==> src/rtl/score_accumulator.sv <==
// Running game-state accumulator behind the per-note scoring block:
// latches each judged note, keeps song totals and latches the final grade.
module score_accumulator #(
  parameter int SCORE_W = 24,
  parameter int CNT_W   = 21
) (
  input  logic               clk,
  input  logic               rst,
  input  logic               start,
  input  logic [CNT_W-1:0]   total_note,
  input  logic               hit_valid,
  input  logic [CNT_W-1:0]   base_score,
  input  logic [CNT_W-1:0]   bonus_score,
  input  logic [CNT_W-1:0]   combo_in,
  input  logic [2:0]         level_in,
  output logic [CNT_W-1:0]   last_combo,
  output logic [CNT_W-1:0]   last_base_score,
  output logic [CNT_W-1:0]   now_cnt,
  output logic [SCORE_W-1:0] total_score,
  output logic [CNT_W-1:0]   max_combo,
  output logic [CNT_W-1:0]   miss_cnt,
  output logic               busy,
  output logic               done,
  output logic [2:0]         final_level
);

  typedef enum logic [1:0] {S_IDLE, S_PLAY, S_SETTLE, S_DONE} state_t;

  localparam logic [2:0] WORST_LEVEL = 3'd6;

  state_t             state_q, state_d;
  logic [CNT_W-1:0]   total_note_q, total_note_d;
  logic [CNT_W-1:0]   now_cnt_q, now_cnt_d;
  logic [CNT_W-1:0]   last_base_q, last_base_d;
  logic [SCORE_W-1:0] total_score_q, total_score_d;
  logic [CNT_W-1:0]   last_combo_q, last_combo_d;
  logic [CNT_W-1:0]   max_combo_q, max_combo_d;
  logic [CNT_W-1:0]   miss_cnt_q, miss_cnt_d;
  logic [2:0]         final_level_q, final_level_d;

  logic [CNT_W-1:0]   now_inc;
  logic [CNT_W:0]     base_sum;
  logic [SCORE_W:0]   score_sum;
  logic [CNT_W:0]     combo_limit;
  logic [CNT_W-1:0]   combo_clean;

  always_comb begin
    now_inc   = now_cnt_q + {{(CNT_W-1){1'b0}}, 1'b1};
    base_sum  = {1'b0, last_base_q} + {1'b0, base_score};
    score_sum = {1'b0, total_score_q}
              + {{(SCORE_W+1-CNT_W){1'b0}}, base_score}
              + {{(SCORE_W+1-CNT_W){1'b0}}, bonus_score};
    // A combo that jumps by more than 2 is an underflow wrap upstream: treat as broken.
    combo_limit = {1'b0, last_combo_q} + {{(CNT_W-1){1'b0}}, 2'd2};
    combo_clean = ({1'b0, combo_in} > combo_limit) ? '0 : combo_in;
  end

  always_comb begin
    state_d       = state_q;
    total_note_d  = total_note_q;
    now_cnt_d     = now_cnt_q;
    last_base_d   = last_base_q;
    total_score_d = total_score_q;
    last_combo_d  = last_combo_q;
    max_combo_d   = max_combo_q;
    miss_cnt_d    = miss_cnt_q;
    final_level_d = final_level_q;

    if (start) begin
      // Start is honoured in every state and drops any same-cycle hit.
      total_note_d  = total_note;
      now_cnt_d     = '0;
      last_base_d   = '0;
      total_score_d = '0;
      last_combo_d  = '0;
      max_combo_d   = '0;
      miss_cnt_d    = '0;
      final_level_d = WORST_LEVEL;
      state_d       = (total_note != '0) ? S_PLAY : S_DONE;
    end else begin
      unique case (state_q)
        S_PLAY: begin
          if (hit_valid) begin
            now_cnt_d     = now_inc;
            last_base_d   = base_sum[CNT_W] ? '1 : base_sum[CNT_W-1:0];
            total_score_d = score_sum[SCORE_W] ? '1 : score_sum[SCORE_W-1:0];
            last_combo_d  = combo_clean;
            if (combo_clean > max_combo_q) max_combo_d = combo_clean;
            if (base_score == '0) miss_cnt_d = miss_cnt_q + {{(CNT_W-1){1'b0}}, 1'b1};
            if (now_inc == total_note_q) state_d = S_SETTLE;
          end
        end
        S_SETTLE: begin
          final_level_d = level_in;
          state_d       = S_DONE;
        end
        default: ;
      endcase
    end
  end

  always_ff @(posedge clk) begin
    if (rst) begin
      state_q       <= S_IDLE;
      total_note_q  <= '0;
      now_cnt_q     <= '0;
      last_base_q   <= '0;
      total_score_q <= '0;
      last_combo_q  <= '0;
      max_combo_q   <= '0;
      miss_cnt_q    <= '0;
      final_level_q <= WORST_LEVEL;
    end else begin
      state_q       <= state_d;
      total_note_q  <= total_note_d;
      now_cnt_q     <= now_cnt_d;
      last_base_q   <= last_base_d;
      total_score_q <= total_score_d;
      last_combo_q  <= last_combo_d;
      max_combo_q   <= max_combo_d;
      miss_cnt_q    <= miss_cnt_d;
      final_level_q <= final_level_d;
    end
  end

  assign last_combo      = last_combo_q;
  assign last_base_score = last_base_q;
  assign now_cnt         = now_cnt_q;
  assign total_score     = total_score_q;
  assign max_combo       = max_combo_q;
  assign miss_cnt        = miss_cnt_q;
  assign busy            = (state_q == S_PLAY) || (state_q == S_SETTLE);
  assign done            = (state_q == S_DONE);
  assign final_level     = final_level_q;

endmodule

==> config.mk <==
export PLATFORM = sky130hd
export DESIGN_NAME = score_accumulator
export DESIGN_NICKNAME = d
export VERILOG_FILES = /design/src/rtl/score_accumulator.sv
export SDC_FILE = /design/constraint.sdc
export NUM_CORES = 1
export LEC_CHECK = 0
export CORE_UTILIZATION = 47
export DETAILED_ROUTE_END_ITERATION = 10
export MAX_ROUTING_LAYER = met4
export PLACE_DENSITY = 0.83
export SYNTH_ARGS = -nofsm -noshare
export SYNTH_HDL_FRONTEND = slang
export SYNTH_SLANG_ARGS = --single-unit
==> constraint.sdc <==
create_clock -name clk -period 4.75 [get_ports clk]
set_clock_uncertainty 0.15 [all_clocks]
set_input_delay 0.475 -clock clk [delete_from_list [all_inputs] [get_ports clk]]
set_output_delay 0.475 -clock clk [all_outputs]
set_load 0.05 [all_outputs]
Yosys cells after proc, flatten, opt, wreduce, memory -nomap -nowiden
Cells that the tools add are included.
{ "word_totals": {"out_inout_bits": 134, "word_cells": 40, "register_bits": 155} }
{ "classes": {"reduce_logical": 9, "mux": 8, "magnitude_cmp": 2, "add_sub_neg": 6, "n_eq_ne": 6} }
{ "ops": {"columns": ["operator", "n"], "rows": [
  ["adder 21 x 1 -> 21 bit, second input constant", 2],
  ["2-to-1 mux 21 bit", 2],
  ["adder 24 x 21 -> 25 bit", 1],
  ["adder 25 x 21 -> 25 bit", 1],
  ["2-to-1 mux 24 bit", 1],
  ["adder 21 x 2 -> 22 bit, second input constant", 1],
  ["adder 21 x 21 -> 22 bit", 1],
  ["> comparator 21 x 22 -> 1 bit", 1],
  ["equality test 21 bit", 1],
  ["> comparator 21 bit", 1],
  ["logical NOT 21 bit", 1],
  ["nonzero test 21 bit", 1],
  ["AND reduction 3 bit", 3],
  ["2-to-1 mux 2 bit", 4],
  ["inequality test 3 bit, second input constant", 2],
  ["equality test 2 bit, second input constant", 2],
  ["one-hot mux 2 bit (2 select lines)", 1],
  ["nonzero test 3 bit", 1],
  ["equality test 2 x 1 -> 1 bit, second input constant", 1],
  ["AND reduction 2 bit", 1],
  ["OR reduction 2 bit", 1],
  ["logical OR 1 bit", 1]
]} }

Depth between registers and ports, before layout
Gate-level depths: netlist of the first run.
{ "logic_depth": {"word_depth": 6, "ltp_mapped": 26, "ltp_nobuf": 24} }

Least setup slack after synthesis of the first run
Ideal clock, no wire load.
{ "synth_timing": {"path_type": "reg2reg", "start": "register last_combo_q[3], in the netlist last_combo[3]", "end": "register max_combo_q[0], in the netlist max_combo[0]", "period_less_slack_ns": 5.293, "path_stages_with_launch": 24, "slack_ns": -0.543, "required_time_ns": 4.540, "n_path_buf": 2, "arrival_ns": 5.082, "path_cell_list": "dfxtp_1 and2_1 and3_1 and3_1 and3_1 and3_1 nand3_1 xor2_1 ha_1 nand4_1 o211a_1 a32oi_1 nand2_1 clkbuf_1 and2_1 ha_1 nand4_1 or3_1 nor4_1 a21oi_1 o31ai_1 o21a_1 clkbuf_1 a22o_1"} }
{ "synth_via": {"elab_chain_cells": 5} }
{ "synth_rtl": {"columns": ["item", "line", "text"], "rows": [
  ["start, declared", "36", "logic [CNT_W-1:0] last_combo_q, last_combo_d;"],
  ["start signal, assigned", "119", "last_combo_q <= last_combo_d;"],
  ["adder 21 x 2 -> 22 bit", "54", "combo_limit = {1'b0, last_combo_q} + {{(CNT_W-1){1'b0}}, 2'd2};"],
  ["> comparator 21 x 22 -> 1 bit", "55", "combo_clean = ({1'b0, combo_in} > combo_limit) ? '0 : combo_in;"],
  ["2-to-1 mux 21 bit", "55", null],
  ["named net combo_clean[16]", "45", "logic [CNT_W-1:0] combo_clean;"],
  ["> comparator 21 bit", "88", "if (combo_clean > max_combo_q) max_combo_d = combo_clean;"],
  ["AND reduction 3 bit (no source line)", null, null],
  ["end signal, assigned", "120", "max_combo_q <= max_combo_d;"],
  ["end, declared", "37", "logic [CNT_W-1:0] max_combo_q, max_combo_d;"]
]} }
The timed path passes the listed nets, and every way through them passes these cells.
A chain may end at the register's enable or synchronous reset.

Worst setup path after layout of the first run
{ "layout_timing": {"start": "register last_combo_q[3], in the netlist last_combo[3]", "end": "register max_combo_q[19], in the netlist max_combo[19]"} }
{ "layout_via": {"elab_chain_cells": 5} }
{ "layout_rtl": {"columns": ["item", "line"], "rows": [
  ["adder 21 x 2 -> 22 bit (*)", "54"],
  ["> comparator 21 x 22 -> 1 bit (*)", "55"],
  ["2-to-1 mux 21 bit (*)", "55"],
  ["> comparator 21 bit", "88"],
  ["AND reduction 3 bit (no source line)", null]
]} }
Mark *: on every way between the ends. The rest lies on a longest branch, timed or not.

==> impl_metrics.py, run 1 <==
metrics = {
    "status": {
        "status": "finished, violations left",
        "violations": "setup timing",
    },
    "worst_setup_path": {
        "reg2reg_from": "last_combo[3]",
        "cpMostUsedCell": "and3_4",
        "critPathRequiredTime_ns": 4.91,
        "crit_slowest_cell": "dfxtp_4",
        "max_stage_delay_ns": 0.35,
        "startpoint_type": "register",
        "critPathKind": "register to register",
        "worst_setup_path_end_kind": "register",
        "startpoint": "last_combo[3]",
        "rrSetupSlack_ns": -0.43,
        "worst_ep_arrival_time_ns": 5.34,
        "crit_fanout": 9,
    },
    "pwr": {
        "leakagePower_nw": 5.57,
        "p_switching_mw": 1.20,
        "switching_share_pct": 32.9,
        "power-per-cell-area_nw_per_um2": 258,
        "p_int_mw": 2.45,
        "vdd_ir_drop_max_uv": 233,
        "p_clk_share_pct": 36.8,
        "power_frac_comb_pct": 25.9,
        "seq_power_share_pct": 37.2,
    },
    "global_route": {
        "met2_usage_pct": 45.1,
        "grtUsageTotal_pct": 28.0,
        "grt_first_pass_wirelength_um": 47600,
        "grt_max_degree": 50,
        "first_global_vias": 9388,
        "busiest_layer": "met2",
        "use_met3_pct": 5.35,
        "grt_use_met1_pct": 34.9,
        "antenna_found_initial": 0,
        "grt_overflow": 0,
    },
    "clock_tree": {
        "clockBufferDepth": 2,
        "cts_tree": "yes",
        "numCtsBuffers": 17,
        "path_clk_slew_ns": 0.07,
        "clkSinkCount": 155,
        "h-tree-depth": 4,
        "cts_root_buffer": "clkbuf_16",
        "clk_latency_ns": 0.43,
        "ctsHoldBuffers": 0,
    },
    "synthesis": {
        "synthesis.nets": 1365,
        "ys.flop_type": "dfxtp_1",
        "synth_area_um2": 10200,
        "synth_area_leader_cell": "dfxtp_1",
        "synth_area_leaders": "dfxtp_1 (30%), ha_1 (11%), xor2_1 (5.9%), fa_1 (4.5%), a21oi_1 (4.0%)",
        "async_flop_share_pct": 0,
        "yosys.cell_types.count": 65,
        "ys_seq_elements": 155,
        "synth_edf_count": 0,
        "avgSynthCellArea_um2": 8.78,
        "synthCells": 1160,
        "seq_area_frac_synth_pct": 30.5,
        "yosysWarningCount": 0,
        "synth_top_area_share_pct": 30.5,
    },
    "layout": {
        "layout_common_cells": "clkdlybuf4s50_1 (224), dfxtp_1 (150), nor2_1 (105)",
        "layout_commonest_cell": "clkdlybuf4s50_1",
        "drive_gt1_share_pct": 12.8,
        "final_util_pct": 66.9,
        "nets": 1642,
        "diodes": 0,
        "syn2layout_area_growth_pct": 39.0,
        "final_area_um2": 14100,
    },
    "floorplan": {
        "rows": 53,
        "initial_core_util_pct": 48.1,
        "die_area_um2": 22300,
        "coreArea_um2": 21200,
        "chipWidth_um": 149,
        "pin_count": 225,
        "dieHeight_um": 149,
    },
    "detailed_routing": {
        "vias_per_cell": 5.81,
        "wl_per_cell_um": 18.3,
        "ant_nets": 0,
        "drt_iter0_markers": 642,
        "finalWirelength_um": 31500,
        "drt_first_pass_iters": 5,
        "drcViolationCount": 0,
        "via_count": 10000,
    },
    "min_path": {
        "min_from": "final_level[2]",
        "hold_class": "register to register",
    },
    "placed_design": {
        "place_area_um2": 13200,
        "port_buffers": 224,
        "globalplace.congestion": 0.953,
        "dp_hpwl_um": 22800,
    },
    "sta": {
        "period_needed_ns": 5.18,
        "slew_headroom_pct": 59.4,
        "finalSetupTns_ns": -8.24,
        "hold_violations": 0,
        "tightest_slew_ns": 0.608,
        "slew_violations": 0,
        "timing.final.ws_setup_ns": -0.429,
        "setup_viol": 21,
        "fin_crit_sh_pct": 109,
        "fmax_mhz": 193,
        "grt_setup_unrepaired": "yes",
    },
    "flow_run": {
        "drv_cap": 0,
    },
}
==> final timing paths <==
kind	end	cells after the start
setup / recovery	max_combo[19]	28
hold / removal	final_level[2]	2
setup reg to reg	max_combo[19]	28
hold reg to reg	final_level[2]	2
==> synth_stat cells, drive strengths merged (21+ instances only) <==
cell type and n:
fa 23, nor2 106, a32o 21, xnor2 37, xor2 69, o21ai 77, and2 28, a22o 21
nand3 30, a21oi 91, a21o 23, ha 91, clkbuf 37, inv 49, and3 21, dfxtp 155
mux2i 27, nand2 57, nand4 28
==> final cells by class <==
class                           instances  area, um2
Fill cell                            1662       7010
Tap cell                              275        344
Clock inverter                         15        151
Multi-Input combinational cell        908       6970
Clock buffer                           17        425
Timing Repair Buffer                  306       2960
Sequential cell                       155       3110
Inverter                               49        184
==> logic make-up after synthesis <==
| kind of cell | share of synthesized area (%) |
|---|---|
| fa+ha+maj | 15.7 |
| compound gates | 20.6 |
| xor+xnor | 9.12 |
| flops | 30.5 |
| simple gates | 17.6 |
| mux | 2.65 |
| buf+inv | 3.82 |
==> flip-flops by register name (all words and copies together), names as in the netlist, 3 cells and up <==
register         cells
total_score         24
last_base_score     21
last_combo          21
max_combo           21
miss_cnt            21
now_cnt             21
total_note_q        21
final_level          3
==> stage by stage <==
stage	std cells	hold slack (ns)	total power [mW]	setup WS (ns)
2_1_floorplan	1160	0.330	1.95	0.0146
3_3_place_gp	1679	0.311	2.23	-0.494
3_5_place_dp	1679	0.324	2.25	-0.621
4_1_cts	1714	0.342	3.60	-0.241
5_1_grt	1725	0.366	3.81	-0.602
6_report	1725	0.340	3.64	-0.429
==> repair_timing <==
item                                    4_1_cts  5_1_grt
cloned                                        1        3
pin swaps                                     6       24
endpoints found under the hold margin         0        0
endpoints found under the setup margin       21       21
resized for setup                             3       30
buffers inserted                              2        9
==> critical path, delay by kind of cell, from the launching register on <==
family	cells	cell delay (ns)
buffers and inverters	5	0.83
AO/OA/AOI/OAI	9	1.58
XOR/XNOR	1	0.16
AND/OR/NAND/NOR	11	1.58
adder cells (fa/ha/maj)	2	0.43
flip-flops	1	0.35
==> power groups by stage <==
stage | Sequential [mW] | Clock [mW] | Combinational [mW]
global route | 1.36 | 1.43 | 1.02
finish | 1.36 | 1.34 | 0.945
global placement | 1.39 | 0 | 0.847
detailed placement | 1.39 | 0 | 0.866
floorplan | 1.45 | 0 | 0.500
CTS | 1.36 | 1.36 | 0.883
==> per-layer routing <==
layer / share of wire, % / up-vias / wire [um]
met5: 0 / - / 0
met4: 3.3 / 0 / 1050
met3: 8.4 / 81 / 2660
met2: 47 / 414 / 14900
met1: 41 / 4769 / 12900
li1: - / 4760 / -
No activity file was read; power rests on OpenSTA's default activity.
==> run 2: changes to the inputs <==
--- a/config.mk
+++ b/config.mk
@@ -5,10 +5,10 @@
 export SDC_FILE = /design/constraint.sdc
 export NUM_CORES = 1
 export LEC_CHECK = 0
-export CORE_UTILIZATION = 47
+export CORE_UTILIZATION = 45
 export DETAILED_ROUTE_END_ITERATION = 10
 export MAX_ROUTING_LAYER = met4
-export PLACE_DENSITY = 0.83
+export PLACE_DENSITY = 0.8
 export SYNTH_ARGS = -nofsm -noshare
 export SYNTH_HDL_FRONTEND = slang
 export SYNTH_SLANG_ARGS = --single-unit
==> run 2 against run 1 <==
Compared with the run above:
- the run ends with DRC, setup timing left
- final cell count increased by 0.58%
- die area increased by 4.4%
- final area decreased by 0.19%
- global-route usage decreased by 0.51 points
- non-clock buffer count increased by 3
- combinational power decreased by 0.8%
- power increased by 1.9%
- clock-buffer cell count unchanged
- setup slack improved by 0.16 ns
- critical path type unchanged
- largest cell class unchanged
- largest power group is now clock
==> impl_metrics.py, run 2 (synthesized netlist as in run 1, its figures left out) <==
metrics = {
    "min_path": {
        "whs_path_depth": 2,
        "min_from": "final_level[1]",
        "holdPathEnd": "final_level[1]",
        "hold_class": "register to register",
    },
    "global_route": {
        "first_global_vias": 9602,
        "grtUsageTotal_pct": 27.5,
        "grt_overflow": 0,
        "antenna_found_initial": 0,
        "grt_first_pass_wirelength_um": 49500,
        "grt_max_degree": 54,
    },
    "layout": {
        "layout_commonest_cell": "clkdlybuf4s50_1",
        "largest_register_ffs": 24,
        "nets": 1647,
        "num-fill-cells": 1795,
        "drive_gt1_share_pct": 12.7,
        "syn2layout_area_growth_pct": 38.7,
        "diodes": 0,
        "layout_common_cells": "clkdlybuf4s50_1 (224), dfxtp_1 (150), nor2_1 (104)",
    },
    "sta": {
        "slew_headroom_pct": 60.3,
        "tightest_slew_ns": 0.581,
        "slew_violations": 0,
        "setup_viol": 21,
        "period_needed_ns": 5.02,
        "grt_setup_unrepaired": "yes",
        "hold_violations": 0,
        "holdWs_ns": 0.329,
        "timing.final.ws_setup_ns": -0.267,
        "fmax_mhz": 199,
        "fin_crit_sh_pct": 106,
    },
    "detailed_routing": {
        "finalWirelength_um": 31300,
        "dr_wl_met3_um": 2010,
        "wl_met2_um": 14800,
        "wl_met1_um": 13700,
        "drcViolationCount": 15,
        "wl_per_cell_um": 18.0,
        "routed.top_layer": "met4",
        "vias_per_cell": 5.71,
        "via_count": 9901,
        "ant_nets": 0,
        "drt_first_pass_iters": 8,
        "drt_iter0_markers": 547,
    },
    "placed_design": {
        "globalplace.congestion": 0.958,
        "dp_hpwl_um": 22900,
        "dp_slack_ns": -0.776,
        "port_buffers": 224,
    },
    "clock_tree": {
        "clk_latency_ns": 0.44,
        "cts_root_buffer": "clkbuf_16",
        "path_clk_slew_ns": 0.08,
        "numCtsBuffers": 17,
        "clkSinkCount": 155,
        "h-tree-depth": 4,
        "cts_tree": "yes",
        "clockBufferDepth": 2,
    },
    "pwr": {
        "leakagePower_nw": 5.59,
        "vdd_ir_drop_max_uv": 207,
        "power-per-cell-area_nw_per_um2": 263,
        "power.total_mw": 3.71,
    },
    "floorplan": {
        "chipWidth_um": 152,
        "rows": 54,
        "pin_count": 225,
        "coreArea_um2": 22000,
        "die_area_um2": 23200,
        "dieHeight_um": 152,
        "initial_core_util_pct": 46.2,
    },
    "worst_setup_path": {
        "worst_setup_path_end_kind": "register",
        "cpMostUsedCell": "and3_4",
        "worst_ep_arrival_time_ns": 5.19,
        "reg2reg_from": "last_combo[3]",
        "rrSetupSlack_ns": -0.27,
        "critPathRequiredTime_ns": 4.93,
        "cp_cell_sequence": "and2_4 -> and3_4 -> and3_4 -> and3_4 -> buf_4 -> nand3_1 -> xor2_1 -> ha_1 -> a2111oi_1 -> o211a_1 -> a32oi_4 -> nand2_4 -> buf_6 -> and2_1 -> ha_4 -> a21o_1 -> a21o_1 -> a21oi_2 -> o311ai_2 -> o31ai_2 -> buf_4 -> a211oi_4 -> buf_12 -> a22o_1",
        "critPathKind": "register to register",
        "crit_fanout": 11,
        "crit_slowest_cell": "a2111oi_1",
        "ff2ff_path_depth": 24,
        "r2r-end": "max_combo[16]",
        "max_stage_delay_ns": 0.51,
        "startpoint_type": "register",
    },
    "flow_run": {
        "drv_cap": 0,
    },
    "status": {
        "status": "finished, violations left",
        "violations": "DRC, setup timing",
    },
}
-- run 2: changes by cell type in the layout (fill, tap and decap cells not counted), sizes merged --
cell    delta
nand2      +2
bufinv     +1
clkbuf     -3
buf        +6
inv        +1
clkinv     -2
-- run 2: layout make-up --
type	instances	area, um2	area share [%]
multi-input cells	910	6940	49.1
flip-flops and latches	155	3110	22.1
clock buffers	17	425	3.01
inverters	49	184	1.30
repair buffers	309	2940	20.8
clock inverters	15	171	1.21
well taps	280	350	2.48
-- run 2: worst max path at each step --
stage                       start            end  slack [ns]  depth (start not counted)
floorplan           last_combo[3]   max_combo[0]        0.01                         24
global placement    last_combo[3]  max_combo[14]       -0.60                         21
detailed placement  last_combo[4]   max_combo[9]       -0.78                         21
CTS                 last_combo[4]  max_combo[16]       -0.24                         26
global route        last_combo[3]  max_combo[16]       -0.43                         24
finish              last_combo[3]  max_combo[16]       -0.27                         24
-- run 2: critical path, delay by kind of cell, from the launching register on --
family | cells | cell delay [ns]
AO/OA/AOI/OAI | 10 | 2.07
AND/OR/NAND/NOR | 7 | 1.10
buffers and inverters | 4 | 0.55
adder cells (fa/ha/maj) | 2 | 0.52
flip-flops | 1 | 0.34
XOR/XNOR | 1 | 0.16
-- run 2: layer usage --
layer,vias to the layer above,global-route usage (%)
met5,-,-
met4,0,9.48
met3,64,5.03
met2,368,45.0
met1,4702,34.1
li1,4767,-
-- run 2: power breakdown --
| group | total (mW) | leakage [nW] | switching, mW | internal (mW) |
|---|---|---|---|---|
| Clock | 1.42 | 0.290 | 0.666 | 0.754 |
| Combinational | 0.937 | 4.04 | 0.524 | 0.414 |
| Sequential | 1.36 | 1.26 | 0.0279 | 1.33 |
| Total | 3.71 | 5.59 | 1.22 | 2.50 |
-- run 2: through the flow --
stage	utilization (%)	cells	cell area (um2)	setup TNS, ns
3_3_place_gp	60.0	1687	13200	-12.66
3_5_place_dp	60.0	1687	13200	-15.81
4_1_cts	63.7	1732	14000	-4.59
6_report	64.1	1735	14100	-5.38
5_1_grt	64.1	1735	14100	-8.84
2_1_floorplan	-	1160	10300	0
-- run 2: timing repair --
| action | 4_1_cts | 5_1_grt |
|---|---|---|
| cloned | 4 | 0 |
| hold buffers | 0 | 0 |
| pin swaps | 17 | 13 |
| gates resized for setup | 20 | 13 |
| setup buffers | 9 | 4 |
| endpoints found under the setup margin | 21 | 21 |
==> run 3: changes to the inputs <==
--- a/config.mk
+++ b/config.mk
@@ -5,6 +5,7 @@
 export SDC_FILE = /design/constraint.sdc
 export NUM_CORES = 1
 export LEC_CHECK = 0
+export CORE_ASPECT_RATIO = 1.1
 export CORE_UTILIZATION = 45
 export DETAILED_ROUTE_END_ITERATION = 10
 export MAX_ROUTING_LAYER = met4
==> run 3 against run 2 <==
Compared with the run above:
- the flow finishes with violations (setup timing)
- combinational power up 0.5%
- clock-buffer cell count grew 1
- die area is essentially flat
- largest cell class unchanged
==> impl_metrics.py, run 3 (synthesized netlist as in run 1, its figures left out) <==
metrics = {
    "worst_setup_path": {
        "ff2ff_path_depth": 25,
        "critPathKind": "register to register",
        "startpoint_type": "register",
        "rrSetupSlack_ns": -0.22,
        "crit_fanout": 11,
        "critPathRequiredTime_ns": 4.92,
        "startpoint": "last_combo[4]",
        "reg2reg_from": "last_combo[4]",
        "r2r-end": "max_combo[2]",
        "worst_setup_path_end_kind": "register",
        "worst_ep_arrival_time_ns": 5.14,
    },
    "pwr": {
        "p_clk_share_pct": 36.0,
        "vdd_ir_drop_max_uv": 219,
        "power_frac_comb_pct": 26.2,
        "leakagePower_nw": 5.54,
        "p_switching_mw": 1.15,
        "seq_power_share_pct": 37.8,
        "switching_share_pct": 32.1,
        "p_int_mw": 2.44,
        "power-per-cell-area_nw_per_um2": 254,
    },
    "layout": {
        "drive_gt1_share_pct": 13.0,
        "seqCellArea_um2": 3110,
        "layout_commonest_cell": "clkdlybuf4s50_1",
        "multi_input_comb_area_um2": 7040,
        "final_area_um2": 14200,
        "diodes": 0,
        "syn2layout_area_growth_pct": 39.0,
        "nets": 1642,
        "largest_register_ffs": 24,
        "layout_common_cells": "clkdlybuf4s50_1 (224), dfxtp_1 (150), nor2_1 (104)",
        "num-fill-cells": 1814,
        "final_util_pct": 64.0,
    },
    "placed_design": {
        "place_area_um2": 13200,
        "port_buffers": 224,
        "dp_hpwl_um": 23000,
        "globalplace.congestion": 0.935,
    },
    "detailed_routing": {
        "ant_nets": 0,
        "drt_first_pass_iters": 6,
        "drcViolationCount": 0,
        "drt_iter0_markers": 491,
        "wl_per_cell_um": 17.8,
        "via_count": 9972,
        "finalWirelength_um": 31100,
        "vias_per_cell": 5.71,
    },
    "sta": {
        "fmax_mhz": 201,
        "slew_violations": 0,
        "setup_viol": 21,
        "tightest_slew_ns": 0.634,
        "finalSetupTns_ns": -4.25,
        "slew_headroom_pct": 56.6,
        "fin_crit_sh_pct": 105,
        "period_needed_ns": 4.97,
        "grt_setup_unrepaired": "yes",
        "hold_violations": 0,
        "timing.final.ws_setup_ns": -0.223,
        "holdWs_ns": 0.351,
    },
    "clock_tree": {
        "cts_root_buffer": "clkbuf_16",
        "ctsHoldBuffers": 0,
        "clk_latency_ns": 0.43,
        "clkSinkCount": 155,
        "numCtsBuffers": 17,
        "cts_tree": "yes",
        "h-tree-depth": 4,
        "clockBufferDepth": 2,
        "path_clk_slew_ns": 0.07,
    },
    "flow_run": {
        "drv_cap": 0,
    },
    "floorplan": {
        "pin_count": 225,
        "initial_core_util_pct": 46.1,
        "coreArea_um2": 22100,
        "chipWidth_um": 145,
        "die_area_um2": 23200,
        "dieHeight_um": 160,
        "rows": 57,
    },
    "global_route": {
        "grt_overflow": 0,
        "antenna_found_initial": 0,
        "grt_first_pass_wirelength_um": 49700,
        "first_global_vias": 9650,
        "grt_max_degree": 54,
        "grtUsageTotal_pct": 27.4,
    },
    "min_path": {
        "whs_path_depth": 2,
        "min_from": "final_level[1]",
        "holdPathEnd": "final_level[1]",
        "hold_class": "register to register",
    },
    "status": {
        "status": "finished, violations left",
        "violations": "setup timing",
    },
}
## run 3: final cells by class
type | instances | share of cell area (%)
flip-flops and latches | 155 | 22.0
repair buffers | 304 | 20.5
multi-input cells | 910 | 49.7
inverters | 49 | 1.30
clock inverters | 14 | 0.787
well taps | 295 | 2.61
clock buffers | 18 | 3.10
## run 3: power groups by stage
stage | Combinational, mW | Clock [mW] | Sequential, mW
floorplan | 0.500 | 0 | 1.45
CTS | 0.914 | 1.31 | 1.36
detailed placement | 0.867 | 0 | 1.39
global placement | 0.851 | 0 | 1.39
global route | 1.02 | 1.37 | 1.36
finish | 0.942 | 1.29 | 1.36
## run 3: per-layer routing
| layer | GRT usage [%] | wire (um) | up-vias |
|---|---|---|---|
| li1 | - | - | 4765 |
| met1 | 32.6 | 13000 | 4751 |
| met2 | 46.3 | 15200 | 377 |
| met3 | 4.57 | 1800 | 79 |
| met4 | 10.4 | 1070 | 0 |
| met5 | - | 0 | - |
## run 3: repair_timing
action | CTS | global route
setup endpoints to repair | 21 | 21
gates resized for setup | 25 | 12
buffers inserted | 9 | 3
pin swaps | 20 | 16
cloned | 3 | 0
## run 3: worst max path at each step
stage | endpoint | slack, ns | cells after the start
final | max_combo[2] | -0.22 | 25
after global routing | max_combo[12] | -0.44 | 23
after CTS | max_combo[1] | -0.18 | 23
after detailed placement | max_combo[7] | -0.75 | 21
after global placement | max_combo[14] | -0.59 | 21
after floorplan | max_combo[0] | 0.01 | 24
## run 3: worst max-delay path, stage by stage, from the launching register on
cell and delay (ns):
dfxtp_4 0.34, and2_4 0.14, and3_4 0.17, and3_4 0.18, and3_4 0.20, and3_4 0.22
nand4_1 0.10, xor2_1 0.18, ha_1 0.29, nand4_1 0.12, nor2_2 0.19, o21ai_2 0.09
a32oi_4 0.27, nand2_4 0.12, buf_12 0.16, and2_4 0.16, ha_4 0.27, nand4_1 0.12
or3_4 0.44, nor4_4 0.23, a21oi_2 0.08, o31ai_4 0.09, buf_6 0.15, a211oi_4 0.04
buf_12 0.17, a22o_1 0.21
## run 3: per-stage QoR
stage | total power, mW | setup WS (ns) | instances
finish | 3.59 | -0.223 | 1745
global route | 3.76 | -0.442 | 1745
CTS | 3.59 | -0.176 | 1743
detailed placement | 2.25 | -0.746 | 1699
global placement | 2.24 | -0.593 | 1699
floorplan | 1.95 | 0.0146 | 1160
